==> config.mk <==
export PLATFORM = sky130hd
export DESIGN_NAME = ysyx_22050039_cpu_ctrl
export DESIGN_NICKNAME = d
export VERILOG_FILES = /design/src/rtl/ysyx_22050039_cpu_ctrl.sv
export SDC_FILE = /design/constraint.sdc
export NUM_CORES = 1
export LEC_CHECK = 0
export BUFFER_PORTS_ARGS = -buffer_cell sky130_fd_sc_hd__buf_2
export CAP_MARGIN = 20
export CORE_AREA = 2 2 123 125
export DETAILED_ROUTE_END_ITERATION = 12
export DIE_AREA = 0 0 125 127
export HOLD_SLACK_MARGIN = 0.15
export PLACE_DENSITY = 0.78
export SLEW_MARGIN = 20
export SYNTH_ARGS = -nofsm -noshare
export SYNTH_HDL_FRONTEND = slang
export SYNTH_SLANG_ARGS = --single-unit
==> constraint.sdc <==
create_clock -name i_clk -period 2.6 [get_ports i_clk]
set_input_delay 0.26 -clock i_clk [delete_from_list [all_inputs] [get_ports i_clk]]
set_output_delay 0.26 -clock i_clk [all_outputs]
set_load 0.03 [all_outputs]
==> src/rtl/ysyx_22050039_cpu_ctrl.sv <==
// Multi-cycle sequencer for the ysyx_22050039 core: fetch handshake, instruction register,
// WB-only PC/regfile write gating, ebreak halt, and cycle/retired-instruction counters.
module ysyx_22050039_cpu_ctrl #(
    parameter int INST_LEN = 32,
    parameter int CNT_W    = 64
) (
    input  logic                i_clk,
    input  logic                i_rst,
    output logic                o_ifetch_req,
    input  logic                i_ifetch_ack,
    input  logic [INST_LEN-1:0] i_ifetch_rdata,
    output logic [INST_LEN-1:0] o_inst,
    input  logic                i_dec_mem_op,
    input  logic                i_dec_rf_we,
    input  logic                i_dec_ebreak,
    output logic                o_dmem_req,
    input  logic                i_dmem_ack,
    output logic                o_pc_wen,
    output logic                o_rf_wen,
    output logic                o_halted,
    output logic [2:0]          o_state,
    output logic [CNT_W-1:0]    o_cycle_cnt,
    output logic [CNT_W-1:0]    o_instret
);

    // state  | meaning
    // FETCH  | request instruction, latch it on ack
    // DECODE | IDU decodes the stable instruction register
    // EXEC   | EXU result and dnpc settle
    // MEM    | data access outstanding until ack
    // WB     | commit: pc and rd writes, retire
    // HALT   | stopped after ebreak until reset
    typedef enum logic [2:0] {
        S_FETCH  = 3'd0,
        S_DECODE = 3'd1,
        S_EXEC   = 3'd2,
        S_MEM    = 3'd3,
        S_WB     = 3'd4,
        S_HALT   = 3'd5
    } state_t;

    state_t              r_state;
    state_t              w_next;
    logic [INST_LEN-1:0] r_inst;
    logic [CNT_W-1:0]    r_cycle_cnt;
    logic [CNT_W-1:0]    r_instret;

    always_ff @(posedge i_clk) begin
        if (i_rst) begin
            r_state     <= S_FETCH;
            r_inst      <= '0;
            r_cycle_cnt <= '0;
            r_instret   <= '0;
        end else begin
            r_state <= w_next;
            if (r_state == S_FETCH && i_ifetch_ack)
                r_inst <= i_ifetch_rdata;
            if (r_state != S_HALT)
                r_cycle_cnt <= r_cycle_cnt + CNT_W'(1);
            if (r_state == S_WB)
                r_instret <= r_instret + CNT_W'(1);
        end
    end

    // Acks are only looked at in the state that is waiting for them.
    always_comb begin
        w_next = r_state;
        case (r_state)
            S_FETCH:  if (i_ifetch_ack) w_next = S_DECODE;
            S_DECODE: w_next = S_EXEC;
            S_EXEC:   w_next = i_dec_mem_op ? S_MEM : S_WB;
            S_MEM:    if (i_dmem_ack) w_next = S_WB;
            S_WB:     w_next = i_dec_ebreak ? S_HALT : S_FETCH;
            S_HALT:   w_next = S_HALT;
            default:  w_next = S_FETCH;
        endcase
    end

    assign o_ifetch_req = (r_state == S_FETCH);
    assign o_dmem_req   = (r_state == S_MEM);
    assign o_pc_wen     = (r_state == S_WB) && !i_dec_ebreak;
    assign o_rf_wen     = (r_state == S_WB) && i_dec_rf_we;
    assign o_halted     = (r_state == S_HALT);
    assign o_state      = r_state;
    assign o_inst       = r_inst;
    assign o_cycle_cnt  = r_cycle_cnt;
    assign o_instret    = r_instret;

endmodule

==> flow_summary.yaml, run 1 <==
status:
  status: "finished clean"
timing:
  max_freq_mhz: 416
  rsz0062_at_grt: "no"
  period_share: 0.924
  worst_pin_slew_ns: 0.577
  fin_crit_ns: 2.40
  finalClockSkew_ns: 0.0115
  setup_violations: 0
  finalSetupTns_ns: 0
  hold_viol: 0
  drv_slew: 0
  slew_headroom: 0.612
worst_hold_path:
  hp-class: "primary input to register"
  hold_depth: 3
synth:
  ys.flop_type: "dfxtp_1"
  syn_inst: 904
  yosysSeqAreaShare: 0.442
  synth_seq_cells: 163
  avgSynthCellArea_um2: 8.17
  syn_nets: 945
  synth_cell_types: 45
  synth_edf_count: 0
  synth.cell_area_um2: 7380
  async_reset_ff_frac: 0
  yosysWarnings: 0
critical_path:
  r2r_cells: 8
  cp.arrival_ns: 2.75
  cp-start-kind: "register"
  cp_data_required_time_ns: 2.95
  critPathKind: "register to register"
  cp_max_fo: 19
  endpoint_kind: "register"
  rrSetupSlack_ns: 0.20
placed_design:
  postPlaceCellArea_um2: 8770
  hpwl_mm: 14.4
  io_buffers: 206
  place_congestion: 0.869
  dp_cells: 1286
global_route:
  grt_max_degree: 49
  grtUsageTotal: 0.262
  antenna_found_initial: 0
  grt-ovfl-total: 0
  grt_first_pass_wirelength_mm: 34.3
  grt_pass1_vias: 6906
clock_network:
  cts_tree: "yes"
  clk_latency_ns: 0.43
  clockBufferDepth: 2
  numCtsBuffers: 17
  clkTransAtPathRegs_ns: 0.06
  root_buffer: "clkbuf_16"
  clock_sinks: 163
  ctsHtreeMaxLevel: 4
power:
  p_per_area_nw_per_um2: 643
  total_power_mw: 6.28
  switching_power_mw: 1.70
  p_sw_frac: 0.270
  comb_power_share: 0.139
  p_clk_frac: 0.438
  power_leakage_nw: 3.92
  pwr-share-seq: 0.424
  p_int_mw: 4.58
  ir_drop_mv: 0.520
flow_run:
  cap_violations: 0
routing:
  drc: 0
  drt_pass1_iterations: 5
  vias: 7629
  totalWireLength_mm: 21.3
  viasPerCell: 5.63
  antenna_left: 0
  wire_per_inst_um: 15.7
  drt_iter0_markers: 613
floorplanning:
  core_area_um2: 14400
  fp.dieW_um: 125
  die_area_um2: 15900
  initial_core_util: 0.512
  ios: 207
  dieHeight_um: 127
  rows: 44
layout:
  syn_to_final_growth_pct: 32.3
  drive_above_1_share: 0.252
  final_cells: 1354
  final_area_um2: 9770
  n_fill_cell: 1161
  multi_input_area_um2: 3860
  fin_nets: 1198
  seq_area_um2: 3260
  antenna_cells: 0
  utilization: 0.677
[metal layers]
metal  part of all wire  GRT usage  vias to the layer above  wire, um
met4              0.027      0.109                        0       583
li1                   -          -                     3730         -
met3              0.078     0.0758                       44      1670
met5                  0          0                        -         0
met1               0.43      0.332                     3562      9210
met2               0.46      0.424                      293      9810
[critical path: stages (launching register included)]
cell	delay, ns
dfxtp_1	0.30
buf_4	0.17
nand3b_4	0.12
inv_2	0.08
or4_1	0.56
nand4bb_1	0.22
buf_4	0.22
or4_1	0.48
a21oi_1	0.18
[layout by cell type (no fill, tap or decap), types with 34 or more instances in the layout]
| master | Yosys | layout |
|---|---|---|
| a21oi_1 | 91 | 91 |
| buf_2 | 4 | 205 |
| buf_4 | 0 | 39 |
| dfxtp_1 | 163 | 163 |
| nand2_1 | 116 | 116 |
| nand3_1 | 37 | 37 |
| nand4_1 | 51 | 51 |
| nor2_1 | 89 | 89 |
| o21ai_0 | 42 | 42 |
| or3_1 | 45 | 45 |
| xnor2_1 | 35 | 35 |
| xor2_1 | 34 | 34 |
[layout make-up]
class | instances | share of cell area
multi-input cells | 674 | 0.395
flip-flops and latches | 163 | 0.334
repair buffers | 278 | 0.172
clock buffers | 21 | 0.0492
well taps | 184 | 0.0236
clock inverters | 11 | 0.0177
inverters | 23 | 0.00884
[path summary, 6_finish.rpt]
| kind | from | end |
|---|---|---|
| max | o_state[2]$_SDFFE_PP0P_ | o_cycle_cnt[55]$_SDFFE_PP0P_ |
| min | i_dmem_ack | o_state[1]$_SDFFE_PP0P_ |
| max reg2reg | o_state[2]$_SDFFE_PP0P_ | o_cycle_cnt[55]$_SDFFE_PP0P_ |
| min reg2reg | o_inst[7]$_SDFFE_PP0P_ | o_inst[7]$_SDFFE_PP0P_ |
[sequential cells by signal, summed over array words and instances, names as in the netlist]
register	cells
o_cycle_cnt	64
o_instret	64
o_inst	32
o_state	3
[metrics by stage]
step | hold slack [ns] | worst slack, ns
floorplan | 0.396 | 0.165
global placement | 0.439 | 0.263
detailed placement | 0.443 | 0.180
CTS | 0.162 | 0.170
global route | 0.163 | 0.0783
finish | 0.184 | 0.197
[synth_stat cells (4+ instances only)]
master	number	area share
o31ai_1	12	0.012
dfxtp_1	163	0.44
a21oi_1	91	0.062
inv_1	22	0.011
or4_1	16	0.016
or3_1	45	0.038
and3_1	10	0.0085
nor3_1	19	0.013
buf_2	4	0.0027
nor4_1	20	0.017
xor2_1	34	0.040
o21ai_0	42	0.028
clkbuf_1	37	0.019
nor2_1	89	0.045
nand4_1	51	0.043
nor4b_1	4	0.0047
nor4_2	5	0.0085
xnor2_1	35	0.042
nand2_1	116	0.059
and2_1	7	0.0059
nand3_1	37	0.025
and4_1	12	0.014
[cells by family (layout without fill, tap and decap cells)]
logic type	after synthesis	in the layout	share of synthesized area
xor gates and xnor gates	69	69	0.0818
AOI/OAI and AO/OA	155	155	0.114
DFF	163	163	0.442
adders and majority gates	2	2	0.00339
buffers and inverters	67	333	0.0358
and+or+nand+nor	448	448	0.324
[power by group through the flow]
stage / logic, mW / clock network, mW / registers (mW)
3_5_place_dp: 0.806 / 0 / 2.71
5_1_grt: 0.937 / 2.90 / 2.67
3_3_place_gp: 0.804 / 0 / 2.70
4_1_cts: 0.845 / 2.78 / 2.65
6_report: 0.871 / 2.75 / 2.66
2_1_floorplan: 0.350 / 0 / 2.89
[what timing repair did]
| item | in CTS | in global routing |
|---|---|---|
| endpoints found under the hold margin | 32 | 0 |
| hold buffers | 32 | 0 |
| buffers inserted | 0 | 4 |
| gates resized for setup | 0 | 0 |
| endpoints found under the setup margin | 0 | 2 |
(Power assumes the default switching activity.)
==> inputs of run 2 (changes only) <==
Settings changed: CORE_AREA 2 2 123 125 to 2 2 129 131, DIE_AREA 0 0 125 127 to 0 0 131 133, GPL_ROUTABILITY_DRIVEN set to 1, PLACE_DENSITY 0.78 to 0.75.
Clock period 2.6 ns to 2.07 ns, I/O delays scaled along.
==> run 2 against run 1 <==
  * The run now ends with setup timing left
  * Maximum frequency rose by 14%
  * Power up 21%
  * Final cell count grew 11%
  * Utilization increased by 0.25 points
  * Clock skew shrank 0.00063 ns
==> flow_summary.yaml, run 2 (synthesis results as in run 1) <==
layout:
  antenna_cells: 0
  n_fill_cell: 1228
  final_cells: 1500
  drive_above_1_share: 0.384
  final_area_um2: 11000
  fin_nets: 1309
  final_cell_mix: "207 x buf_2, 136 x buf_4, 116 x nand2_1, 107 x dfxtp_1, 87 x nor2_1"
  mostFrequentLayoutCell: "buf_2"
  syn_to_final_growth_pct: 48.9
global_route:
  antenna_found_initial: 0
  grtUsageTotal: 0.256
  grt_max_degree: 61
  grt_pass1_vias: 7551
  grt_first_pass_wirelength_mm: 36.4
  grt-ovfl-total: 0
critical_path:
  cp_slowest_stage_delay_ns: 0.52
  cp_data_required_time_ns: 2.43
  cp_cell_sequence: "ha_4 -> nand3_4 -> or4_4 -> or3_4 -> or4_1 -> a21oi_1"
  cp_max_fo: 5
  cp-start-kind: "register"
  endpoint_kind: "register"
  cp.arrival_ns: 2.46
  critPathKind: "register to register"
  slowest_stage: "or4_4"
clock_network:
  clkTransAtPathRegs_ns: 0.06
  cts_tree: "yes"
  clockBufferDepth: 2
  clock_sinks: 163
  root_buffer: "clkbuf_16"
  numCtsBuffers: 17
  ctsHtreeMaxLevel: 4
  clk_latency_ns: 0.43
placed_design:
  place_ws_ns: -0.110
  dp_cells: 1410
  place_congestion: 0.873
  hpwl_mm: 15.5
  postPlaceCellArea_um2: 9650
  io_buffers: 206
floorplanning:
  fp.dieW_um: 131
  die_area_um2: 17400
  rows: 47
  initial_core_util: 0.457
  dieHeight_um: 133
  ios: 207
  core_area_um2: 16200
status:
  violations: "setup timing"
  status: "finished with violations"
routing:
  drt_iter0_markers: 504
  drt_pass1_iterations: 5
  totalWireLength_mm: 23.7
  vias: 8105
  wire_per_inst_um: 15.8
  drc: 0
  antenna_left: 0
  viasPerCell: 5.40
power:
  total_power_mw: 7.59
  p_per_area_nw_per_um2: 690
  power_leakage_nw: 4.67
  ir_drop_mv: 0.612
timing:
  worst_pin_slew_ns: 0.712
  setup_violations: 1
  fin_ws_ns: -0.0394
  finalClockSkew_ns: 0.0109
  drv_slew: 0
  slew_headroom: 0.525
  fin_crit_ns: 2.11
  max_freq_mhz: 474
  period_share: 1.02
  hold_viol: 0
  rsz0062_at_grt: "yes"
worst_hold_path:
  hp-class: "primary input to register"
flow_run:
  cap_violations: 0
-- run 2: cell count changes in the layout (fill, tap and decap cells not counted), sizes merged --
cell / change
dlygate4sd3: +2
clkbuf: -4
buf: +109
bufinv: -2
clkinv: +1
inv: +5
clkinvlp: -1
-- run 2: what timing repair did --
item                                   4_1_cts  5_1_grt
setup endpoints to repair                   23       45
pin swaps                                   16       32
hold buffers                                34        0
gates cloned                                 1        2
gates resized for setup                     15       38
endpoints found under the hold margin       34        0
buffers inserted                             8       14
-- run 2: path summary, 6_finish.rpt --
check / startpoint / endpoint / slack, ns / cells past startpoint
min reg2reg: o_inst[14]$_SDFFE_PP0P_ / o_inst[14]$_SDFFE_PP0P_ / 0.45 / 2
max: o_cycle_cnt[1]$_SDFFE_PP0P_ / o_cycle_cnt[36]$_SDFFE_PP0P_ / -0.04 / 6
max reg2reg: o_cycle_cnt[1]$_SDFFE_PP0P_ / o_cycle_cnt[36]$_SDFFE_PP0P_ / -0.04 / 6
min: i_dec_mem_op / o_state[2]$_SDFFE_PP0P_ / 0.20 / 4
-- run 2: metal layers --
layer  track usage  share of wire  vias up
li1              -              -     3943
met1         0.326           0.42     3829
met2         0.421           0.48      288
met3        0.0671          0.074       45
met4        0.0816          0.022        0
met5             0              0        -
-- run 2: worst max-delay path, delay by kind of cell, from the launching register on --
| kind | cells | cell delay [ns] |
|---|---|---|
| adders and majority gates | 1 | 0.15 |
| AOI/OAI and AO/OA | 1 | 0.13 |
| and+or+nand+nor | 4 | 1.38 |
| DFF | 1 | 0.37 |
-- run 2: final cells by class --
| cell class | count | area [um^2] | share of cell area |
|---|---|---|---|
| clock inverters | 14 | 151 | 0.0138 |
| repair buffers | 389 | 2560 | 0.233 |
| inverters | 23 | 93.8 | 0.00854 |
| flip-flops and latches | 163 | 3370 | 0.306 |
| multi-input cells | 674 | 4120 | 0.375 |
| well taps | 220 | 275 | 0.0250 |
| clock buffers | 17 | 425 | 0.0387 |
-- run 2: through the flow --
step	TNS, ns	utilization	hold WS [ns]
2_1_floorplan	-0.678	-	0.343
3_3_place_gp	-0.0875	0.596	0.438
3_5_place_dp	-0.389	0.596	0.443
4_1_cts	-0.00701	0.662	0.182
5_1_grt	-0.759	0.680	0.257
6_report	-0.0394	0.680	0.199
-- run 2: power by group --
part / internal (mW) / switching, mW
sequential: 3.26 / 0.0708
combinational: 0.373 / 0.742
clock: 1.79 / 1.36
total: 5.41 / 2.17
==> inputs of run 3 (changes only) <==
Settings changed: CAP_MARGIN 20 to unset, MAX_ROUTING_LAYER set to met4, SLEW_MARGIN 20 to unset.
==> run 3 against run 2 <==
  * Worst setup slack lost 0.0061 ns
  * Critical endpoint unchanged
  * The run still ends with setup timing left
  * Wire length grew 0.25%
  * Critical path type unchanged
  * Largest power group unchanged
  * Sequential cell count is the same
  * First-iteration DRC count grew 6.0%
  * Cell area shrank 0.17%
==> flow_summary.yaml, run 3 (synthesis results as in run 1) <==
routing:
  drt_iter0_markers: 534
  drt_pass1_iterations: 5
  totalWireLength_mm: 23.8
  wire_per_inst_um: 15.8
  viasPerCell: 5.43
  vias: 8140
  antenna_left: 0
  drc: 0
worst_hold_path:
  hp-class: "primary input to register"
global_route:
  antenna_found_initial: 0
  grt_pass1_vias: 7528
  grtUsageTotal: 0.265
  grt-ovfl-total: 0
  grt_max_degree: 61
  grt_first_pass_wirelength_mm: 36.4
layout:
  antenna_cells: 0
  n_fill_cell: 1237
  fin_nets: 1308
  syn_to_final_growth_pct: 48.6
  drive_above_1_share: 0.384
  final_cells: 1499
  final_cell_mix: "207 x buf_2, 135 x buf_4, 116 x nand2_1, 107 x dfxtp_1, 87 x nor2_1"
  final_area_um2: 11000
  mostFrequentLayoutCell: "buf_2"
timing:
  slew_headroom: 0.527
  drv_slew: 0
  worst_pin_slew_ns: 0.710
  period_share: 1.02
  finalSetupTns_ns: -0.0455
  finalClockSkew_ns: 0.00930
  max_freq_mhz: 473
  fin_ws_ns: -0.0455
  hold_viol: 0
  setup_violations: 1
  rsz0062_at_grt: "yes"
  fin_crit_ns: 2.12
clock_network:
  clkTransAtPathRegs_ns: 0.06
  ctsHtreeMaxLevel: 4
  clock_sinks: 163
  root_buffer: "clkbuf_16"
  cts_tree: "yes"
  clockBufferDepth: 2
  numCtsBuffers: 17
  clk_latency_ns: 0.43
status:
  violations: "setup timing"
  status: "finished with violations"
critical_path:
  cp-start-kind: "register"
  cp_max_fo: 5
  cp_slowest_stage_delay_ns: 0.52
  critPathTopFamily: "simple AND/OR/NAND/NOR gates"
  cp_cell_sequence: "ha_4 -> nand3_4 -> or4_4 -> or3_4 -> or4_1 -> a21oi_1"
  slowest_stage: "or4_4"
  critPathKind: "register to register"
  cp.arrival_ns: 2.47
  endpoint_kind: "register"
  critPathBufInv: 0
  cp_data_required_time_ns: 2.43
placed_design:
  io_buffers: 206
  place_ws_ns: -0.110
  dp_cells: 1410
  hpwl_mm: 15.5
  place_congestion: 0.888
  postPlaceCellArea_um2: 9650
power:
  p_per_area_nw_per_um2: 691
  power_leakage_nw: 4.65
  ir_drop_mv: 0.614
floorplanning:
  dieHeight_um: 133
  initial_core_util: 0.457
  fp.dieW_um: 131
  rows: 47
  ios: 207
  die_area_um2: 17400
  core_area_um2: 16200
flow_run:
  cap_violations: 0
-- run 3: final timing paths --
path	startpoint	end	slack, ns	cells past startpoint
worst max-delay path	o_cycle_cnt[1]$_SDFFE_PP0P_	o_cycle_cnt[36]$_SDFFE_PP0P_	-0.05	6
worst min-delay path	i_dec_mem_op	o_state[2]$_SDFFE_PP0P_	0.20	4
worst max register to register	o_cycle_cnt[1]$_SDFFE_PP0P_	o_cycle_cnt[36]$_SDFFE_PP0P_	-0.05	6
worst min register to register	o_inst[14]$_SDFFE_PP0P_	o_inst[14]$_SDFFE_PP0P_	0.45	2
-- run 3: through the flow --
step | hold slack [ns] | utilization | total power [mW]
after CTS | 0.182 | 0.662 | 7.59
after detailed placement | 0.443 | 0.596 | 4.42
after floorplan | 0.343 | - | 4.10
after global routing | 0.254 | 0.679 | 7.86
final | 0.200 | 0.679 | 7.59
after global placement | 0.438 | 0.596 | 4.40
-- run 3: final cells by class --
cell class | count | area, um^2 | share of cell area
clock buffers | 17 | 425 | 0.0388
clock inverters | 14 | 151 | 0.0138
inverters | 23 | 93.8 | 0.00855
multi-input cells | 674 | 4110 | 0.374
flip-flops and latches | 163 | 3370 | 0.307
well taps | 220 | 275 | 0.0251
repair buffers | 388 | 2550 | 0.232
-- run 3: what timing repair did --
| item | CTS | global route |
|---|---|---|
| pin swaps | 16 | 35 |
| endpoints found under the setup margin | 23 | 45 |
| endpoints found under the hold margin | 34 | 0 |
| resized for setup | 15 | 36 |
| cloned | 1 | 2 |
| buffers inserted | 8 | 13 |
| hold buffers | 34 | 0 |
-- run 3: worst min-delay path: cells and delay by family --
kind,cells,cell delay (ns)
AOI/OAI and AO/OA,2,0.23
and+or+nand+nor,1,0.04
buffers and inverters,1,0.10
-- run 3: power breakdown --
group / total (mW) / leakage [nW] / internal, mW / switching, mW
clock network: 3.15 / 0.279 / 1.79 / 1.36
registers: 3.33 / 1.35 / 3.26 / 0.0714
logic: 1.12 / 3.02 / 0.373 / 0.742
total: 7.59 / 4.65 / 5.41 / 2.17
-- run 3: metal layers --
layer / GRT usage / share of wire
met5: - / 0
met4: 0.0816 / 0.021
met3: 0.0607 / 0.067
met2: 0.421 / 0.49
met1: 0.333 / 0.43
